$ cat src/rtl/mod3_pkg.sv
// Shared types and constants for the serial divisibility-by-3 checker.
package mod3_pkg;

    // Frame-level FSM states
    typedef enum logic [1:0] {
        IDLE = 2'd0,
        RUN  = 2'd1,
        DONE = 2'd2
    } state_e;

    // Running remainder mod 3; the encoding 2'd3 is never produced
    typedef logic [1:0] rem_t;

    localparam rem_t REM_ZERO = 2'd0;

endpackage

$ cat src/rtl/mod3_step.sv
// One MSB-first step of the mod-3 recurrence: r_next = (2*r + b) mod 3.
module mod3_step
    import mod3_pkg::*;
(
    input  rem_t rem_i,
    input  logic bit_i,
    output rem_t rem_o
);

    // Six-entry lookup; the unreachable remainder 3 folds back to zero
    always_comb begin
        rem_o = REM_ZERO;
        case ({rem_i, bit_i})
            3'b00_0: rem_o = 2'd0;
            3'b00_1: rem_o = 2'd1;
            3'b01_0: rem_o = 2'd2;
            3'b01_1: rem_o = 2'd0;
            3'b10_0: rem_o = 2'd1;
            3'b10_1: rem_o = 2'd2;
            default: rem_o = REM_ZERO;
        endcase
    end

endmodule

$ cat src/rtl/mod3_counter.sv
// Framed serial divisibility-by-3 checker (MSB first).
// Optional build macro MOD3_PROTO_ERR_EN adds a sticky proto_err output.
module mod3_counter
    import mod3_pkg::*;
#(
    parameter int CNT_W = 16
) (
    input  logic             clk,
    input  logic             rst_n,
    input  logic             start,
    input  logic             stop,
    input  logic             data,
    output logic             result,
    output logic [1:0]       remainder,
    output logic             done,
    output logic             busy,
    output logic [CNT_W-1:0] bit_count
`ifdef MOD3_PROTO_ERR_EN
    ,
    output logic             proto_err
`endif
);

    localparam logic [CNT_W-1:0] CNT_MAX = {CNT_W{1'b1}};

    state_e           state_q, state_d;
    rem_t             rem_q, rem_d;
    rem_t             rem_step;
    logic [CNT_W-1:0] cnt_q, cnt_d;
    logic             result_q, result_d;
    logic             done_q, done_d;
    logic             busy_q, busy_d;

    // Remainder after folding in the current bit
    mod3_step u_step (
        .rem_i (rem_q),
        .bit_i (data),
        .rem_o (rem_step)
    );

    // Next-state and output-register logic; start always opens a fresh frame
    always_comb begin
        state_d  = state_q;
        rem_d    = rem_q;
        cnt_d    = cnt_q;
        result_d = result_q;
        if (start) begin
            // The start bit is the MSB, so the remainder is simply that bit
            rem_d    = {1'b0, data};
            cnt_d    = CNT_W'(1);
            result_d = stop ? (data == 1'b0) : 1'b0;
            state_d  = stop ? DONE : RUN;
        end else begin
            case (state_q)
                RUN: begin
                    rem_d = rem_step;
                    cnt_d = (cnt_q == CNT_MAX) ? cnt_q : cnt_q + CNT_W'(1);
                    if (stop) begin
                        result_d = (rem_step == REM_ZERO);
                        state_d  = DONE;
                    end
                end
                DONE:    state_d = IDLE;
                default: state_d = IDLE;
            endcase
        end
        done_d = (state_d == DONE);
        busy_d = (state_d == RUN);
    end

    // State and output registers
    always_ff @(posedge clk or negedge rst_n) begin
        if (!rst_n) begin
            state_q  <= IDLE;
            rem_q    <= REM_ZERO;
            cnt_q    <= '0;
            result_q <= 1'b0;
            done_q   <= 1'b0;
            busy_q   <= 1'b0;
        end else begin
            state_q  <= state_d;
            rem_q    <= rem_d;
            cnt_q    <= cnt_d;
            result_q <= result_d;
            done_q   <= done_d;
            busy_q   <= busy_d;
        end
    end

    assign result    = result_q;
    assign remainder = rem_q;
    assign done      = done_q;
    assign busy      = busy_q;
    assign bit_count = cnt_q;

`ifdef MOD3_PROTO_ERR_EN
    logic perr_q, perr_d;

    // Sticky protocol flag: cleared by a clean start, set by misuse or count overflow
    always_comb begin
        perr_d = perr_q;
        if (start && state_q != RUN) begin
            perr_d = 1'b0;
        end else if (start) begin
            perr_d = 1'b1;
        end else if (state_q == IDLE && stop) begin
            perr_d = 1'b1;
        end else if (state_q == RUN && cnt_q == CNT_MAX) begin
            perr_d = 1'b1;
        end
    end

    // Protocol flag register
    always_ff @(posedge clk or negedge rst_n) begin
        if (!rst_n) begin
            perr_q <= 1'b0;
        end else begin
            perr_q <= perr_d;
        end
    end

    assign proto_err = perr_q;
`endif

endmodule

$ cat config.mk
export PLATFORM = sky130hd
export DESIGN_NAME = mod3_counter
export DESIGN_NICKNAME = d
export VERILOG_FILES = /design/src/rtl/mod3_pkg.sv /design/src/rtl/mod3_step.sv /design/src/rtl/mod3_counter.sv
export SDC_FILE = /design/constraint.sdc
export NUM_CORES = 1
export LEC_CHECK = 0
export BUFFER_PORTS_ARGS = -buffer_cell sky130_fd_sc_hd__clkbuf_2
export CAP_MARGIN = 20
export CORE_MARGIN = 4
export CORE_UTILIZATION = 52
export DETAILED_ROUTE_END_ITERATION = 10
export GPL_TIMING_DRIVEN = 0
export PLACE_DENSITY = 0.73
export REMOVE_ABC_BUFFERS = 1
export SYNTH_ARGS = -nofsm -noshare
export SYNTH_HDL_FRONTEND = slang
export SYNTH_SLANG_ARGS = --single-unit
$ cat constraint.sdc
create_clock -name clk -period 2.35 [get_ports clk]
set_input_delay 0.1175 -clock clk [delete_from_list [all_inputs] [get_ports clk]]
set_output_delay 0.1175 -clock clk [all_outputs]
set_load 0.01 [all_outputs]
Word-level counts from Yosys, hierarchy flattened
Index checks and enable logic that the tools add are counted.
Word-level totals
  output and inout port bits: 21
  register bits after elaboration: 23
  input bits: 5
  logic and storage cells: 38
Operators by class
  eq/ne operators: 9
  bitwise gates (word level): 1
  mux-type cells: 14
  reductions and logical operators: 7
  add/subtract/negate cells: 1
Operators with widths (number)
  $mux W16: 3
  $add A16 B1 Y16 const B: 1
  $eq A16 B16 Y1 const B: 1
  $mux W2: 6
  $eq A3 B3 Y1 const B: 2
  $eq A2 B1 Y1 const B: 2
  $mux W1: 4
  $pmux W2 S2: 1
  $reduce_and A2 Y1: 2
  $reduce_bool A2 Y1: 2
  $reduce_or A2 Y1: 2
  $eq A3 B1 Y1 const B: 1
  $eq A3 B2 Y1 const B: 1
  $eq A2 B2 Y1 const B: 1
  $logic_not A2 Y1: 1
  $ne A2 B2 Y1 const B: 1
  $not A1 Y1: 1

Depth between registers and ports, before layout
  depth after elaboration: 7
  gate-level depth with buffers: 6
  gate-level depth less buffers: 6

By module
A second synthesis with hierarchy kept.
Unflattened totals
  cell total of the unflattened synthesis: 125
  area, all modules: 1206.2 µm²
By module, submodules not included
  mod3_counter: area an instance 1177.4 µm², sequential area each 575.6 µm², cells an instance 120, instances 1
  mod3_step: area an instance 28.8 µm², sequential area each 0.0 µm², cells an instance 5, instances 1

Worst setup path before layout
Ideal clock, no wire load.
  path kind: reg-to-reg
  start: register cnt_q[0], in the netlist bit_count[0]
  end: register cnt_q[1], in the netlist bit_count[1]
  period minus slack after synthesis: 1.819 ns
  slack: 0.531 ns
  required time: 2.218 ns
  arrival time: 1.688 ns
  stages on the path, launching flop included: 7
  buffers on the path: 0
  setup time: 0.132 ns
  path through: dfrtp_1 > ha_1 > nand2_1 > or4_4 > o21ai_4 > mux2i_1 > nor2_1
On the way
  longest elaborated chain between the ends: 4
  elaborated cells on any way between the ends: 7
  classes of those cells: add/sub: 1; eq/ne: 2; mux: 3; reduce/logical: 1
Ends and longest elaborated chain
  start, declared: RTL line mod3_counter.sv:29  | logic [CNT_W-1:0] cnt_q, cnt_d;
  start signal, assigned: RTL line mod3_counter.sv:83  | cnt_q <= cnt_d;
  $add A16 B1 Y16: RTL line mod3_counter.sv:57  | cnt_d = (cnt_q == CNT_MAX) ? cnt_q : cnt_q + CNT_W'(1);
  $mux W16: RTL line mod3_counter.sv:57
  $mux W16: RTL line mod3_counter.sv:54  | case (state_q)
  $mux W16: RTL line mod3_counter.sv:47  | if (start) begin
Parallel ways exist; a longest one is shown, timed or not. The select of a mux whose other input is x is not followed.
A chain may end at the register's enable or synchronous reset.

Final worst setup path
  start: register cnt_q[0], in the netlist bit_count[0]
  end: register cnt_q[3], in the netlist bit_count[3]
The elaborated chain is that of the path after synthesis.

==> summary.txt <==
Status
  • Outcome: finished clean

Synth
  • Area leader, netlist: dfrtp_1
  • Average size of a mapped cell: 9.77 um^2
  • Synth Cell Area: 0.00116 mm^2
  • Top post-synthesis cells by area: dfrtp_1 (50%), nor2_1 (4.8%), xnor2_1 (4.5%)
  • Number of synthesized register bits: 23
  • Post-synth top area share: 49.5%
  • Warnings, synthesis: 0
  • Fraction of registers with async set/reset: 100%
  • Post-synthesis sequential area ratio: 49.5%
  • Syn Inst Count: 119
  • Most common cell in the netlist: dfrtp_1
  • Post-synth EDFFs: 0
  • Main synth FF type: dfrtp_1
  • Synth cell count leaders: dfrtp_1 (23), nor2_1 (15), nand2_1 (12)
  • Synth cell types: 33

Final layout
  • Reg area: 576 um^2
  • FILL cells: 190
  • Area grow syn2layout: 15.9%
  • Multi-input gate area in the final layout: 573 um^2
  • # diodes: 0
  • Layout Nets: 153
  • Fin area: 0.00135 mm^2
  • Layout cells sized above 1: 24.0%

Pwr
  • Worst VDD drop: 0.000423 V
  • Tot Pwr: 0.000668 W
  • Power per cell area: 496 mW/mm^2
  • P_leak: 0.580 nW

Worst setup path
  • R2R Path Start: bit_count[0]$_DFFE_PN0P_
  • Reg2reg setup slack: 0.34 ns
  • Critical path startpoint category: flip-flop
  • Reg2reg path depth: 6
  • CP cell instances: ha_1, nand2_1, or4_4, o211ai_2, xor2_1, nor2_1
  • Worst-path fanout max: 10
  • Slowest CP cell: or4_4
  • Worst path max stage delay: 0.50 ns
  • CP Depth: 6
  • Bufs and invs on worst path: 0
  • WP data arrival: 2.21 ns
  • WS Path Type: reg2reg
  • CP Capture Type: flip-flop
  • Req. time, crit path: 2.54 ns
  • Critical path's top delay family: simple AND/OR/NAND/NOR gates
  • CP startpoint: bit_count[0]$_DFFE_PN0P_

Clocking
  • Cts bufs inserted: 3
  • Clk_lat worst skew: 0.32 ns
  • H-tree levels: 1
  • Root buffer cell: clkbuf_4
  • Clock Tree Buf Depth: 2
  • Clk sink count: 23
  • Clock-pin slew on the worst setup and hold paths: 0.12 ns
  • CTS tree: built

Global routing
  • Gr usage total: 18.3%
  • Largest net degree at the start of global routing: 24
  • Antenna violations before repair: 0
  • First-pass GRT wire length: 4.44 mm
  • Total gr overflow: 0
  • Vias in the first global route: 978

Detailed routing
  • Drt wl/cell: 13.7 um
  • Routed vias: 959
  • Pre-Repair DR Iteration Count: 4
  • Starting DRC count in detailed routing: 5
  • Antenna Violating Nets Remaining: 0
  • Detailed Route WL: 2.38 mm
  • Remaining DRCs: 0
  • Via density: 5.54

Timing
  • Max Fclk: 497 MHz
  • RSZ-0062 raised after global routing: false
  • Final setup viols: 0
  • Actual slew at the worst max-slew pin: 0.548 ns
  • Fin. Hold Viols: 0
  • Final Skew: 0.00742 ns
  • Setup tns final: 0 ns
  • Rel. slew slack: 63.5%
  • Crit share post-route: 85.6%
  • Minimum clock period: 2.01 ns
  • WHS: 0.0164 ns
  • Final-report max-slew violation count: 0

Floorplan
  • Die Span Y: 55.3 um
  • Core Area: 0.00204 mm^2
  • Die width: 55.3 um
  • Top-Level Pins: 26
  • Cell row count: 16
  • Total die area: 0.00306 mm^2
  • Initial core utilization: 56.9%

Flow run
  • Max Cap Violations: 0

Placement
  • DP Wirelength: 1.75 mm
  • I/O Buffers: 25
  • Placed cell area: 0.00131 mm^2
  • Routability congestion estimate: 0.742

Worst hold path
  • Hold Crit Start: stop
  • Hold Crit Depth: 2
  • Hold Crit Class: in2reg
## placed cells by master, fill, tap and decap left out, drive strengths merged, types with 2 or more instances in the layout
cell,instances
nor4b,2
o21a,2
nor3,6
nand4,2
mux2i,3
nor4,6
clkbuf,29
nand2b,2
o211ai,2
dfrtp,23
nor2,15
nand3,7
nand2,12
xor2,3
a21oi,5
xnor2,6
o21ai,6
or4,3
nor2b,4
## worst register-to-register path: stages, from the launching register on
cell and delay (ns):
dfrtp_1 0.42, ha_1 0.22, nand2_1 0.22, or4_4 0.50, o211ai_2 0.27, xor2_1 0.20, nor2_1 0.06
## routing by layer
layer,global-route usage [%],part of all wire (%),vias up
met5,0,0,-
met4,9.03,2.0,0
met3,6.06,5.2,5
met2,27.4,46,19
met1,23.7,47,456
li1,-,-,479
## power by group
group | leakage, nW | internal (W) | switching [W]
logic | 0.257 | 0.0000264 | 0.0000443
registers | 0.308 | 0.000408 | 0.0000114
clock network | 0.0150 | 0.0000665 | 0.000111
total | 0.580 | 0.000501 | 0.000167
## state kept, by name, indices dropped and copies added, names as in the netlist
| name | flops |
|---|---|
| busy | 1 |
| result | 1 |
| bit_count | 16 |
| done | 1 |
| state_q | 2 |
| remainder | 2 |
## stage by stage
step                      utilization, %  cells  setup WS [ns]
after CTS                           65.9    173          0.181
final                               66.0    173          0.337
after detailed placement            64.1    168          0.215
after global placement              64.1    168          0.293
after floorplan                        -    116          0.534
after global routing                66.0    173          0.171
## worst paths after layout
kind	end
min in group asynchronous	bit_count[2]$_DFFE_PN0P_
min	state_q[0]$_DFF_PN0_
max reg2reg	bit_count[3]$_DFFE_PN0P_
max in group asynchronous	bit_count[9]$_DFFE_PN0P_
min reg2reg	result$_DFFE_PN0P_
max	bit_count[3]$_DFFE_PN0P_
## area by class of cell
type                    count  share of cell area [%]
inverters                   1                   0.279
well taps                  27                    2.51
flip-flops and latches     23                    42.7
repair buffers             26                    10.0
clock buffers               4                    1.95
multi-input cells          92                    42.5
## repair_timing
action	in CTS	in global routing
setup endpoints to repair	0	1
hold buffers	1	0
hold endpoints to repair	23	0
buffers inserted	0	0
resized for setup	0	1
## logic make-up after synthesis
logic type                 after synthesis  synth area share, %
AOI/OAI and AO/OA                       17                 10.2
buffers and inverters                    4                 1.40
adders and majority gates                1                 1.08
xor gates and xnor gates                 9                 6.78
muxes                                    3                 2.58
DFF                                     23                 49.5
and+or+nand+nor                         62                 28.4
Power figures use the tool's default switching activity.
